## config.mk

```make
export PLATFORM = sky130hd
export DESIGN_NAME = firebird7_in_gate1_tessent_data_mux_sw
export DESIGN_NICKNAME = d
export VERILOG_FILES = /design/src/rtl/firebird7_in_gate1_tessent_data_mux_sw.sv
export SDC_FILE = /design/constraint.sdc
export NUM_CORES = 1
export LEC_CHECK = 0
export ABC_CLOCK_PERIOD_IN_PS = 1800
export CAP_MARGIN = 5
export CORE_MARGIN = 10
export CORE_UTILIZATION = 35
export DETAILED_ROUTE_END_ITERATION = 10
export PLACE_DENSITY_LB_ADDON = 0.05
export SYNTH_ARGS = -nofsm -noshare
export SYNTH_HDL_FRONTEND = slang
export SYNTH_SLANG_ARGS = --single-unit
```

## constraint.sdc

```tcl
create_clock -name ijtag_tck -period 1.8 [get_ports ijtag_tck]
set_input_delay 0.27 -clock ijtag_tck [delete_from_list [all_inputs] [get_ports ijtag_tck]]
set_output_delay 0.27 -clock ijtag_tck [all_outputs]
set_load 0.005 [all_outputs]
```

## src/rtl/firebird7_in_gate1_tessent_data_mux_sw.sv

```systemverilog
// Multi-lane break-before-make data mux between functional and IJTAG sources.
// Each lane parks on PARK_VALUE for GUARD cycles whenever its source changes,
// so the two drivers of a lane are never observed back to back. A separate
// capture register snapshots the functional bus for shift-out.
//
// Lane FSM states:
//   state   | meaning
//   --------+--------------------------------------------------------------
//   FUNC    | data_out follows functional_data_in
//   PARK_IJ | parked on PARK_VALUE, heading to the IJTAG source
//   IJTAG   | data_out follows ijtag_data_in, ijtag_active high
//   PARK_FN | parked on PARK_VALUE, heading to the functional source
module firebird7_in_gate1_tessent_data_mux_sw #(
  parameter int               WIDTH      = 19,
  parameter int               CHANNELS   = 3,
  parameter int               GUARD      = 2,
  parameter logic [WIDTH-1:0] PARK_VALUE = '0
) (
  input  logic                         ijtag_tck,
  input  logic                         ijtag_reset,
  input  logic [CHANNELS-1:0]          ijtag_select,
  input  logic [CHANNELS*WIDTH-1:0]    functional_data_in,
  input  logic [CHANNELS*WIDTH-1:0]    ijtag_data_in,
  input  logic                         capture_en,
  output logic [CHANNELS*WIDTH-1:0]    data_out,
  output logic [CHANNELS*WIDTH-1:0]    capture_data,
  output logic [CHANNELS-1:0]          ijtag_active,
  output logic [CHANNELS-1:0]          switch_busy
);

  typedef enum logic [1:0] {
    FUNC    = 2'd0,
    PARK_IJ = 2'd1,
    IJTAG   = 2'd2,
    PARK_FN = 2'd3
  } lane_state_t;

  // Guard counter counts down from GUARD-1 to 0 while parked; with GUARD=0
  // the park states are never entered and the reload value is irrelevant.
  localparam int         RELOAD_INT = (GUARD > 0) ? GUARD - 1 : 0;
  localparam logic [3:0] RELOAD     = RELOAD_INT[3:0];

  lane_state_t                 state_q [CHANNELS];
  lane_state_t                 state_d [CHANNELS];
  logic [3:0]                  cnt_q   [CHANNELS];
  logic [3:0]                  cnt_d   [CHANNELS];

  logic [CHANNELS*WIDTH-1:0]   data_d;
  logic [CHANNELS*WIDTH-1:0]   data_q;
  logic [CHANNELS-1:0]         busy_d;
  logic [CHANNELS-1:0]         busy_q;
  logic [CHANNELS-1:0]         active_d;
  logic [CHANNELS-1:0]         active_q;
  logic [CHANNELS*WIDTH-1:0]   capture_q;

  // Lane state and guard counter registers.
  always_ff @(posedge ijtag_tck or negedge ijtag_reset) begin
    if (!ijtag_reset) begin
      for (int k = 0; k < CHANNELS; k++) begin
        state_q[k] <= FUNC;
        cnt_q[k]   <= '0;
      end
    end else begin
      for (int k = 0; k < CHANNELS; k++) begin
        state_q[k] <= state_d[k];
        cnt_q[k]   <= cnt_d[k];
      end
    end
  end

  // Next-state logic; a request reversal while parked restarts the full guard
  // toward the newly requested source.
  always_comb begin
    for (int k = 0; k < CHANNELS; k++) begin
      state_d[k] = state_q[k];
      cnt_d[k]   = cnt_q[k];
      case (state_q[k])
        FUNC: begin
          if (ijtag_select[k]) begin
            if (GUARD > 0) begin
              state_d[k] = PARK_IJ;
              cnt_d[k]   = RELOAD;
            end else begin
              state_d[k] = IJTAG;
            end
          end
        end
        PARK_IJ: begin
          if (!ijtag_select[k]) begin
            state_d[k] = PARK_FN;
            cnt_d[k]   = RELOAD;
          end else if (cnt_q[k] == 4'd0) begin
            state_d[k] = IJTAG;
          end else begin
            cnt_d[k] = cnt_q[k] - 4'd1;
          end
        end
        IJTAG: begin
          if (!ijtag_select[k]) begin
            if (GUARD > 0) begin
              state_d[k] = PARK_FN;
              cnt_d[k]   = RELOAD;
            end else begin
              state_d[k] = FUNC;
            end
          end
        end
        PARK_FN: begin
          if (ijtag_select[k]) begin
            state_d[k] = PARK_IJ;
            cnt_d[k]   = RELOAD;
          end else if (cnt_q[k] == 4'd0) begin
            state_d[k] = FUNC;
          end else begin
            cnt_d[k] = cnt_q[k] - 4'd1;
          end
        end
        default: begin
          state_d[k] = FUNC;
          cnt_d[k]   = '0;
        end
      endcase
    end
  end

  // Output decode from the next state so data_out tracks the source with
  // a single register of latency and parks on the same edge as the request.
  always_comb begin
    data_d   = '0;
    busy_d   = '0;
    active_d = '0;
    for (int k = 0; k < CHANNELS; k++) begin
      data_d[k*WIDTH +: WIDTH] = PARK_VALUE;
      case (state_d[k])
        FUNC: begin
          data_d[k*WIDTH +: WIDTH] = functional_data_in[k*WIDTH +: WIDTH];
        end
        IJTAG: begin
          data_d[k*WIDTH +: WIDTH] = ijtag_data_in[k*WIDTH +: WIDTH];
          active_d[k]              = 1'b1;
        end
        PARK_IJ, PARK_FN: begin
          busy_d[k] = 1'b1;
        end
        default: begin
          busy_d[k] = 1'b0;
        end
      endcase
    end
  end

  // Registered lane outputs; reset parks every lane.
  always_ff @(posedge ijtag_tck or negedge ijtag_reset) begin
    if (!ijtag_reset) begin
      data_q   <= {CHANNELS{PARK_VALUE}};
      busy_q   <= '0;
      active_q <= '0;
    end else begin
      data_q   <= data_d;
      busy_q   <= busy_d;
      active_q <= active_d;
    end
  end

  // Functional snapshot, independent of lane state; holds between requests.
  always_ff @(posedge ijtag_tck or negedge ijtag_reset) begin
    if (!ijtag_reset) begin
      capture_q <= '0;
    end else if (capture_en) begin
      capture_q <= functional_data_in;
    end
  end

  assign data_out     = data_q;
  assign switch_busy  = busy_q;
  assign ijtag_active = active_q;
  assign capture_data = capture_q;

endmodule
```

==> flow_metrics.env, run 1 <==
export IMPL_status="completed"
export IMPL_synth_area_leaders="dfrtp_1, mux2_2, nand4b_1"
export IMPL_hold_path_class="input port to flip-flop"
export IMPL_die_height_um=157
export IMPL_gr_total_overflow=0
export IMPL_grt_pass1_wl_um=33400
export IMPL_r2r_slack_ns=0.04
export IMPL_fin_setup_tns_ns=0
export IMPL_h_tree_depth=4
export IMPL_finalHoldViolCount=0
export IMPL_setup_slack_ns=0.0381
export IMPL_yosysTopAreaCell="dfrtp_1"
export IMPL_slew_viol_final=0
export IMPL_crit_arrival_ns=2.05
export IMPL_cts_buffer_depth=2
export IMPL_num_vias=5650
export IMPL_numCtsBuffers=17
export IMPL_place_ws_ns=-0.0416
export IMPL_die_x_um=157
export IMPL_leakage_nw=3.98
export IMPL_stdcell_count=1036
export IMPL_worstPathMaxFanout=4
export IMPL_p_per_area_nw_per_um2=1250
export IMPL_clk_latency_ns=0.42
export IMPL_totalWireLength_um=21900
export IMPL_timing_hold_ws_ns=0.374
export IMPL_dieArea_um2=24800
export IMPL_place_hpwl_um=16000
export IMPL_r2r_start="cnt_q[9]"
export IMPL_utilization_pct=53.5
export IMPL_core_area_um2=18600
export IMPL_n_fill_cell=1625
export IMPL_endpoint_kind="flip-flop"
export IMPL_gp_congestion=0.753
export IMPL_multi_input_area_um2=2940
export IMPL_clock_fmax_mhz=568
export IMPL_synth_seq_cells=135
export IMPL_cts_tree="built"
export IMPL_fin_crit_ns=1.76
export IMPL_worst_setup_path_start_kind="flip-flop"
export IMPL_fin_skew_ns=0.00787
export IMPL_p_total_mw=12.4
export IMPL_synth_top_cell_area_share_pct=51.1
export IMPL_synth_cell_types=44
export IMPL_syn_to_final_growth_pct=50.8
export IMPL_drv_cap=0
export IMPL_reg2reg_to="cnt_q[11]"
export IMPL_syn_area_um2=6610
export IMPL_rsz0062_at_grt="true"
export IMPL_drc=0
export IMPL_drive_above_1_share_pct=19.5
export IMPL_avgViaCountPerCell=5.45
export IMPL_setup_viol=0
export IMPL_relSlewSlack_pct=45.7
export IMPL_grt_usage_pct=17.2
export IMPL_regArea_um2=3380
export IMPL_synth_cells=560
export IMPL_cp_endpoint="cnt_q[11]"
export IMPL_drt_iter0_markers=312
export IMPL_fin_area_um2=9970
export IMPL_ir_drop_uv=633
export IMPL_reg2reg_depth=5
export IMPL_floorplan_initialDensity_pct=35.5
export IMPL_syn_area_per_cell_um2=11.8
export IMPL_layout_nets=911
export IMPL_dp_cells=1000
export IMPL_first_pass_iters=5
export IMPL_dpl_instance_area_um2=9320
export IMPL_period_share_pct=97.9
export IMPL_num_rows=50
export IMPL_grt_pass1_vias=5886
export IMPL_crit_required_ns=2.09
export IMPL_worstSetupPathType="flip-flop to flip-flop"
export IMPL_async_reset_ff_share_pct=100
export IMPL_port_buffer_count=239
export IMPL_grt_max_degree=62
export IMPL_worst_pin_slew_ns=0.815
export IMPL_ys_flop_type="dfrtp_1"
export IMPL_seq_area_frac_synth_pct=51.1
export IMPL_synth_edf_count=0
export IMPL_antenna_found_initial=1
export IMPL_wire_per_inst_um=21.1
export IMPL_clock_sinks=135
export IMPL_clockRootBuffer="clkbuf_16"
export IMPL_antenna_left=0
export IMPL_cts_clk_slew_worst_paths_ns=0.06
export IMPL_startpoint="cnt_q[9]"
export IMPL_ys_warn_count=0
export IMPL_ioPinCount=240
export IMPL_syn_num_nets=683
## state kept, by name, indices dropped and copies added, names as in the netlist
name and count:
capture_data 57, switch_busy 3, cnt_q 12, data_out 57, state_q 3, ijtag_active 3
## critical path, stage by stage (launching register included)
cell	delay [ns]
dfrtp_1	0.40
inv_1	0.09
ha_2	0.20
or3b_4	0.40
and4_1	0.19
or3b_1	0.36
## synthesized netlist by cell type (4+ instances only)
cell type / instances
a311o_1: 19
buf_4: 4
clkbuf_1: 36
dfrtp_1: 135
nor2_1: 6
buf_1: 10
nor4b_1: 38
nor3_1: 4
nor2b_1: 4
a32o_2: 10
mux2_2: 61
inv_1: 8
o22ai_1: 6
a21oi_1: 24
nand3_1: 21
nand2_1: 8
nand3b_1: 41
nand4b_1: 38
nand2b_1: 4
a32o_1: 9
xnor2_1: 5
buf_2: 14
a31oi_1: 21
## cell type report
class | instances | share of cell area, %
Clock buffer | 17 | 4.27
Tap cell | 234 | 2.94
Timing Repair Buffer | 275 | 27.5
Sequential cell | 135 | 33.9
Multi-Input combinational cell | 351 | 29.5
Antenna cell | 1 | 0.0251
Clock inverter | 15 | 1.57
Inverter | 8 | 0.301
## how the worst min path moves through the flow
stage                               start               end  slack, ns  cells after the start
after floorplan               ijtag_reset   capture_data[0]      -0.03                      0
after global placement        ijtag_reset  capture_data[26]       0.26                      1
after detailed placement      ijtag_reset  capture_data[23]       0.28                      1
after CTS                 ijtag_select[2]          cnt_q[3]       0.35                      3
after global routing      ijtag_select[2]    switch_busy[2]       0.39                      3
final                     ijtag_select[2]    switch_busy[2]       0.37                      3
## per-layer routing
metal  vias up  GRT usage, %  share of wire [%]
met1      2887          18.7                 39
li1       2607             -                  -
met3        12          5.90                6.3
met5         -             0                  0
met2       144          31.0                 53
met4         0          4.50                1.1
## repair_timing
| action | 4_1_cts | 5_1_grt |
|---|---|---|
| endpoints found under the hold margin | 43 | 0 |
| gates resized for setup | 4 | 10 |
| pin swaps | 0 | 1 |
| setup endpoints to repair | 14 | 23 |
| setup buffers | 1 | 1 |
| hold buffers | 1 | 0 |
## cell usage in the layout (no fill, tap or decap), types with 4 or more instances in the layout
| cell type | n |
|---|---|
| clkdlybuf4s50_1 | 233 |
| dfrtp_1 | 133 |
| mux2_2 | 61 |
| nand3b_1 | 41 |
| nor4b_1 | 38 |
| nand4b_1 | 38 |
| buf_4 | 27 |
| a21oi_1 | 24 |
| a31oi_1 | 21 |
| nand3_1 | 21 |
| a311o_1 | 19 |
| clkbuf_16 | 17 |
| a32o_2 | 10 |
| a32o_1 | 9 |
| nand2_1 | 8 |
| buf_12 | 7 |
| nor2_1 | 6 |
| xnor2_1 | 5 |
| inv_1 | 5 |
| o22ai_1 | 5 |
| clkinvlp_4 | 5 |
| nand2b_1 | 4 |
| nor2b_1 | 4 |
| nor3_1 | 4 |
| clkinv_4 | 4 |
## cells by family (layout without fill, tap and decap cells)
group / after synthesis / after routing / share of synthesized area, %
compound gates: 95 / 95 / 11.1
xor+xnor: 8 / 8 / 1.17
buf+inv: 74 / 315 / 4.92
simple gates: 179 / 179 / 20.0
other cells: 0 / 1 / 0
flops: 135 / 135 / 51.1
fa+ha+maj: 3 / 3 / 0.568
mux: 66 / 66 / 11.2
## report_power, final
group          internal [mW]  switching, mW  leakage [nW]
sequential              3.68          0.351          1.70
combinational           2.59           2.38          2.01
clock                   2.04           1.39         0.271
No activity file was read; power rests on OpenSTA's default activity.
==> run 2: changes to the inputs <==
--- a/config.mk
+++ b/config.mk
@@ -5,9 +5,9 @@
 export SDC_FILE = /design/constraint.sdc
 export NUM_CORES = 1
 export LEC_CHECK = 0
-export ABC_CLOCK_PERIOD_IN_PS = 1800
+export ABC_CLOCK_PERIOD_IN_PS = 2100
 export CAP_MARGIN = 5
-export CORE_MARGIN = 10
+export CORE_MARGIN = 1.5
 export CORE_UTILIZATION = 35
 export DETAILED_ROUTE_END_ITERATION = 10
 export PLACE_DENSITY_LB_ADDON = 0.05
==> constraint.sdc (replaced) <==
create_clock -name ijtag_tck -period 2.1 [get_ports ijtag_tck]
set_input_delay 0.315 -clock ijtag_tck [delete_from_list [all_inputs] [get_ports ijtag_tck]]
set_output_delay 0.315 -clock ijtag_tck [all_outputs]
set_load 0.005 [all_outputs]
==> run 2 against run 1 <==
Core utilization fell by 0.64 points. Sequential power fell by 13%. Clock power fell by 9.3%. First-iteration DRC count fell by 17%. Non-clock buffer count fell by 8. Flip-flop and latch count did not move.
==> flow_metrics.env, run 2 (same netlist as run 1, synthesis figures left out) <==
export IMPL_status="completed"
export IMPL_period_share_pct=95.3
export IMPL_swShare_pct=32.7
export IMPL_leakage_nw=3.93
export IMPL_floorplan_initialDensity_pct=35.5
export IMPL_finalHoldViolCount=0
export IMPL_core_area_um2=18600
export IMPL_antenna_found_initial=0
export IMPL_syn_to_final_growth_pct=49.0
export IMPL_ir_drop_uv=653
export IMPL_fin_setup_tns_ns=0
export IMPL_clock_sinks=135
export IMPL_diodes=0
export IMPL_rsz0062_at_grt="false"
export IMPL_layout_commonest_cell="clkdlybuf4s50_1"
export IMPL_dieArea_um2=19700
export IMPL_gp_congestion=0.753
export IMPL_die_x_um=140
export IMPL_cpPeakStageDelay_ns=0.65
export IMPL_worst_setup_path_start_kind="flip-flop"
export IMPL_p_int_mw=7.10
export IMPL_setup_viol=0
export IMPL_wire_per_inst_um=19.2
export IMPL_cts_clk_slew_worst_paths_ns=0.06
export IMPL_crit_arrival_ns=1.69
export IMPL_endpoint_kind="output pin"
export IMPL_path_cells="clkdlybuf4s50_1"
export IMPL_hold_path_class="input port to flip-flop"
export IMPL_pwr_share_seq_pct=33.1
export IMPL_drt_iter0_markers=260
export IMPL_drc=0
export IMPL_avgViaCountPerCell=5.45
export IMPL_drive_above_1_share_pct=17.4
export IMPL_layout_nets=903
export IMPL_num_vias=5596
export IMPL_cp_slowest_cell="dfrtp_1"
export IMPL_grt_pass1_wl_um=30800
export IMPL_grt_max_degree=58
export IMPL_totalWireLength_um=19800
export IMPL_clkPwrFrac_pct=29.5
export IMPL_die_height_um=140
export IMPL_ctsResizeCount=0
export IMPL_clock_fmax_mhz=500
export IMPL_fin_skew_ns=0.00822
export IMPL_worstSetupPathType="flip-flop to output pin"
export IMPL_h_tree_depth=4
export IMPL_gr_total_overflow=0
export IMPL_relSlewSlack_pct=45.2
export IMPL_timing_hold_ws_ns=0.276
export IMPL_cts_buffer_depth=2
export IMPL_slew_viol_final=0
export IMPL_ioPinCount=240
export IMPL_antenna_left=0
export IMPL_grt_usage_pct=20.0
export IMPL_clk_latency_ns=0.42
export IMPL_crit_required_ns=1.78
export IMPL_place_hpwl_um=14000
export IMPL_p_per_area_nw_per_um2=1070
export IMPL_fin_crit_ns=2.00
export IMPL_drv_cap=0
export IMPL_p_sw_mw=3.45
export IMPL_final_cell_mix="clkdlybuf4s50_1, dfrtp_1, mux2_2"
export IMPL_critPathTopFamily="flip-flops"
export IMPL_grt_pass1_vias=5723
export IMPL_crit_buf_inv=1
export IMPL_cts_tree="built"
export IMPL_clockRootBuffer="clkbuf_16"
export IMPL_pwr_share_comb_pct=37.4
export IMPL_numCtsBuffers=17
export IMPL_port_buffer_count=239
export IMPL_worst_pin_slew_ns=0.822
export IMPL_first_pass_iters=4
export IMPL_worstPathMaxFanout=16
export IMPL_num_rows=50
[run 2: changes by cell type in the layout (fill, tap and decap cells not counted), moves of 3 or more]
cell and change:
inv_1 +3, inv_2 -3, buf_4 -3, buf_12 -4, clkinv_4 -3
[run 2: final timing paths]
path	from	to	slack, ns	cells past startpoint
min reg2reg	capture_data[30]	capture_data[30]	0.51	1
max reg2reg	cnt_q[4]	data_out[22]	0.19	6
min in group asynchronous	ijtag_reset	capture_data[23]	0.44	2
max	switch_busy[1]	switch_busy[1]	0.1	1
max in group asynchronous	ijtag_reset	data_out[17]	0.99	3
min	ijtag_select[0]	state_q[5]	0.28	3
[run 2: final cells by class]
class	count	area (um^2)
Inverter	8	30.0
Sequential cell	135	3380
Timing Repair Buffer	267	2630
Fill cell	1626	8790
Tap cell	234	293
Clock inverter	14	173
Clock buffer	18	439
Multi-Input combinational cell	351	2910
[run 2: power by group through the flow]
stage	Combinational, mW	Sequential [mW]	Clock, mW
final	3.95	3.49	3.11
after global routing	4.29	3.57	3.30
after CTS	3.98	3.50	3.20
after detailed placement	3.97	3.54	0
after global placement	3.83	3.53	0
after floorplan	2.25	3.46	0
[run 2: per-stage QoR]
| stage | utilization, % | power, mW | setup WS, ns | cells | cell area [um^2] |
|---|---|---|---|---|---|
| after floorplan | - | 5.70 | 0.419 | 560 | 6610 |
| after global placement | 49.5 | 7.36 | 0.285 | 994 | 9230 |
| after detailed placement | 49.5 | 7.51 | 0.198 | 994 | 9230 |
| after CTS | 52.8 | 10.7 | 0.0841 | 1027 | 9850 |
| after global routing | 52.8 | 11.2 | 0.00727 | 1027 | 9850 |
| final | 52.8 | 10.5 | 0.0993 | 1027 | 9850 |
[run 2: repair_timing]
action / in CTS / in global routing
setup buffers: 0 / 0
hold buffers: 1 / 0
endpoints found under the hold margin: 52 / 0
[run 2: metal layers]
layer	global-route usage (%)	wire [um]	vias to the layer above
met1	23.4	7950	2829
met5	0	0	-
met2	35.1	10300	161
met4	5.93	303	0
li1	-	-	2586
met3	6.15	1200	20
==> run 3: changes to the inputs <==
--- a/config.mk
+++ b/config.mk
@@ -6,9 +6,9 @@
 export NUM_CORES = 1
 export LEC_CHECK = 0
 export ABC_CLOCK_PERIOD_IN_PS = 2100
-export CAP_MARGIN = 5
+export CAP_MARGIN = 20
 export CORE_MARGIN = 1.5
-export CORE_UTILIZATION = 35
+export CORE_UTILIZATION = 49
 export DETAILED_ROUTE_END_ITERATION = 10
 export PLACE_DENSITY_LB_ADDON = 0.05
 export SYNTH_ARGS = -nofsm -noshare
==> run 3 against run 2 <==
Sequential power up 2%. Critical path type unchanged. Non-clock buffer count down 3. Highest routed layer unchanged. Register-to-register slack barely moved. Critical endpoint is now switch_busy[2].
==> flow_metrics.env, run 3 (same netlist as run 1, synthesis figures left out) <==
export IMPL_reg2reg_to="data_out[31]"
export IMPL_layout_nets=900
export IMPL_timing_hold_ws_ns=0.412
export IMPL_path_cells="buf_4 > clkdlybuf4s50_1"
export IMPL_layout_commonest_cell="clkdlybuf4s50_1"
export IMPL_startpoint="switch_busy[2]"
export IMPL_hold_path_class="input port to asynchronous set/reset pin"
export IMPL_clock_sinks=135
export IMPL_drv_cap=0
export IMPL_ioPinCount=240
export IMPL_grt_usage_pct=26.6
export IMPL_syn_to_final_growth_pct=47.0
export IMPL_port_buffer_count=239
export IMPL_antenna_left=0
export IMPL_worstSetupPathType="flip-flop to output pin"
export IMPL_endpoint_kind="output pin"
export IMPL_numCtsBuffers=17
export IMPL_finalHoldViolCount=0
export IMPL_cp_slowest_cell="clkdlybuf4s50_1"
export IMPL_h_tree_depth=4
export IMPL_grt_max_degree=59
export IMPL_p_sw_mw=3.30
export IMPL_totalWireLength_um=18600
export IMPL_cts_tree="built"
export IMPL_clockRootBuffer="clkbuf_16"
export IMPL_final_cell_mix="clkdlybuf4s50_1, dfrtp_1, mux2_2"
export IMPL_worst_setup_path_start_kind="flip-flop"
export IMPL_gp_congestion=0.775
export IMPL_setup_viol=0
export IMPL_worst_pin_slew_ns=0.764
export IMPL_status="completed"
export IMPL_wire_per_inst_um=19.3
export IMPL_p_total_mw=10.2
export IMPL_relSlewSlack_pct=49.0
export IMPL_clkPwrFrac_pct=27.0
export IMPL_num_vias=5683
export IMPL_dieArea_um2=14200
export IMPL_swShare_pct=32.2
export IMPL_fin_skew_ns=0.00648
export IMPL_r2r_slack_ns=0.19
export IMPL_drt_iter0_markers=555
export IMPL_num_rows=42
export IMPL_gr_total_overflow=0
export IMPL_leakage_nw=3.91
export IMPL_cts_buffer_depth=2
export IMPL_grt_pass1_wl_um=29800
export IMPL_drc=0
export IMPL_cpPeakStageDelay_ns=0.53
export IMPL_cts_clk_slew_worst_paths_ns=0.05
export IMPL_period_share_pct=93.0
export IMPL_worstPathMaxFanout=11
export IMPL_ir_drop_uv=597
export IMPL_diodes=0
export IMPL_crit_arrival_ns=1.64
export IMPL_crit_required_ns=1.78
export IMPL_p_per_area_nw_per_um2=1050
export IMPL_floorplan_initialDensity_pct=50.1
export IMPL_pwr_share_comb_pct=38.3
export IMPL_fin_crit_ns=1.95
export IMPL_first_pass_iters=5
export IMPL_die_x_um=119
export IMPL_core_area_um2=13200
export IMPL_slew_viol_final=0
export IMPL_p_int_mw=6.95
export IMPL_pwr_share_seq_pct=34.7
export IMPL_grt_pass1_vias=5747
export IMPL_clk_latency_ns=0.41
export IMPL_antenna_found_initial=0
export IMPL_rsz0062_at_grt="false"
export IMPL_place_hpwl_um=12600
export IMPL_r2r_start="cnt_q[4]"
export IMPL_clock_fmax_mhz=512
export IMPL_avgViaCountPerCell=5.90
export IMPL_drive_above_1_share_pct=16.1
export IMPL_reg2reg_depth=6
export IMPL_die_height_um=119
==> run 3: cell types whose count changed in the layout (fill, tap and decap cells not counted), moves of 3 or more <==
cell / previous run / this run
buf_4: 24 / 19
clkinvlp_4: 5 / 0
clkbuf_1: 0 / 4
clkbuf_8: 1 / 4
inv_6: 3 / 0
==> run 3: per-stage QoR <==
step                      cells  setup WS, ns  util, %  cell area (um^2)  TNS (ns)
after floorplan             560         0.419        -              6610         0
after global routing        963        0.0690     73.7              9720         0
final                       963         0.146     73.7              9720         0
after global placement      932      -0.00765     69.4              9150    -0.118
after CTS                   962        0.0304     73.5              9700         0
after detailed placement    932       -0.0400     69.4              9150    -0.542
==> run 3: final cells by class <==
type	count	area, um^2
Tap cell	176	220
Timing Repair Buffer	264	2640
Multi-Input combinational cell	351	2910
Inverter	8	30.0
Clock buffer	25	495
Fill cell	903	3470
Clock inverter	4	45.0
Sequential cell	135	3380
==> run 3: worst max-delay path, delay by kind of cell, from the launching register on <==
kind	cells	cell delay [ns]
buffers and inverters	2	0.75
flip-flops	1	0.47
==> run 3: repair_timing <==
action,CTS,global route
buffers inserted,0,1
setup endpoints to repair,0,8
hold buffers,1,0
gates resized for setup,0,1
endpoints found under the hold margin,46,0
==> run 3: worst max-delay path by stage <==
stage | end | slack (ns)
after floorplan | data_out[27] | 0.42
after global placement | data_out[4] | -0.008
after detailed placement | data_out[11] | -0.04
after CTS | switch_busy[2] | 0.03
after global routing | data_out[25] | 0.07
final | switch_busy[2] | 0.15
==> run 3: routing by layer <==
| metal | vias up | GRT usage, % | routed length [um] |
|---|---|---|---|
| li1 | 2573 | - | - |
| met1 | 2849 | 32.6 | 7540 |
| met2 | 226 | 44.7 | 9320 |
| met3 | 35 | 7.38 | 1310 |
| met4 | 0 | 10.3 | 441 |
| met5 | - | 0 | 0 |
==> run 3: power by group through the flow <==
stage | combinational [mW] | sequential [mW] | clock, mW
finish | 3.93 | 3.56 | 2.77
global route | 4.23 | 3.62 | 2.93
CTS | 3.89 | 3.55 | 2.82
detailed placement | 3.86 | 3.59 | 0
global placement | 3.71 | 3.56 | 0
floorplan | 2.25 | 3.46 | 0
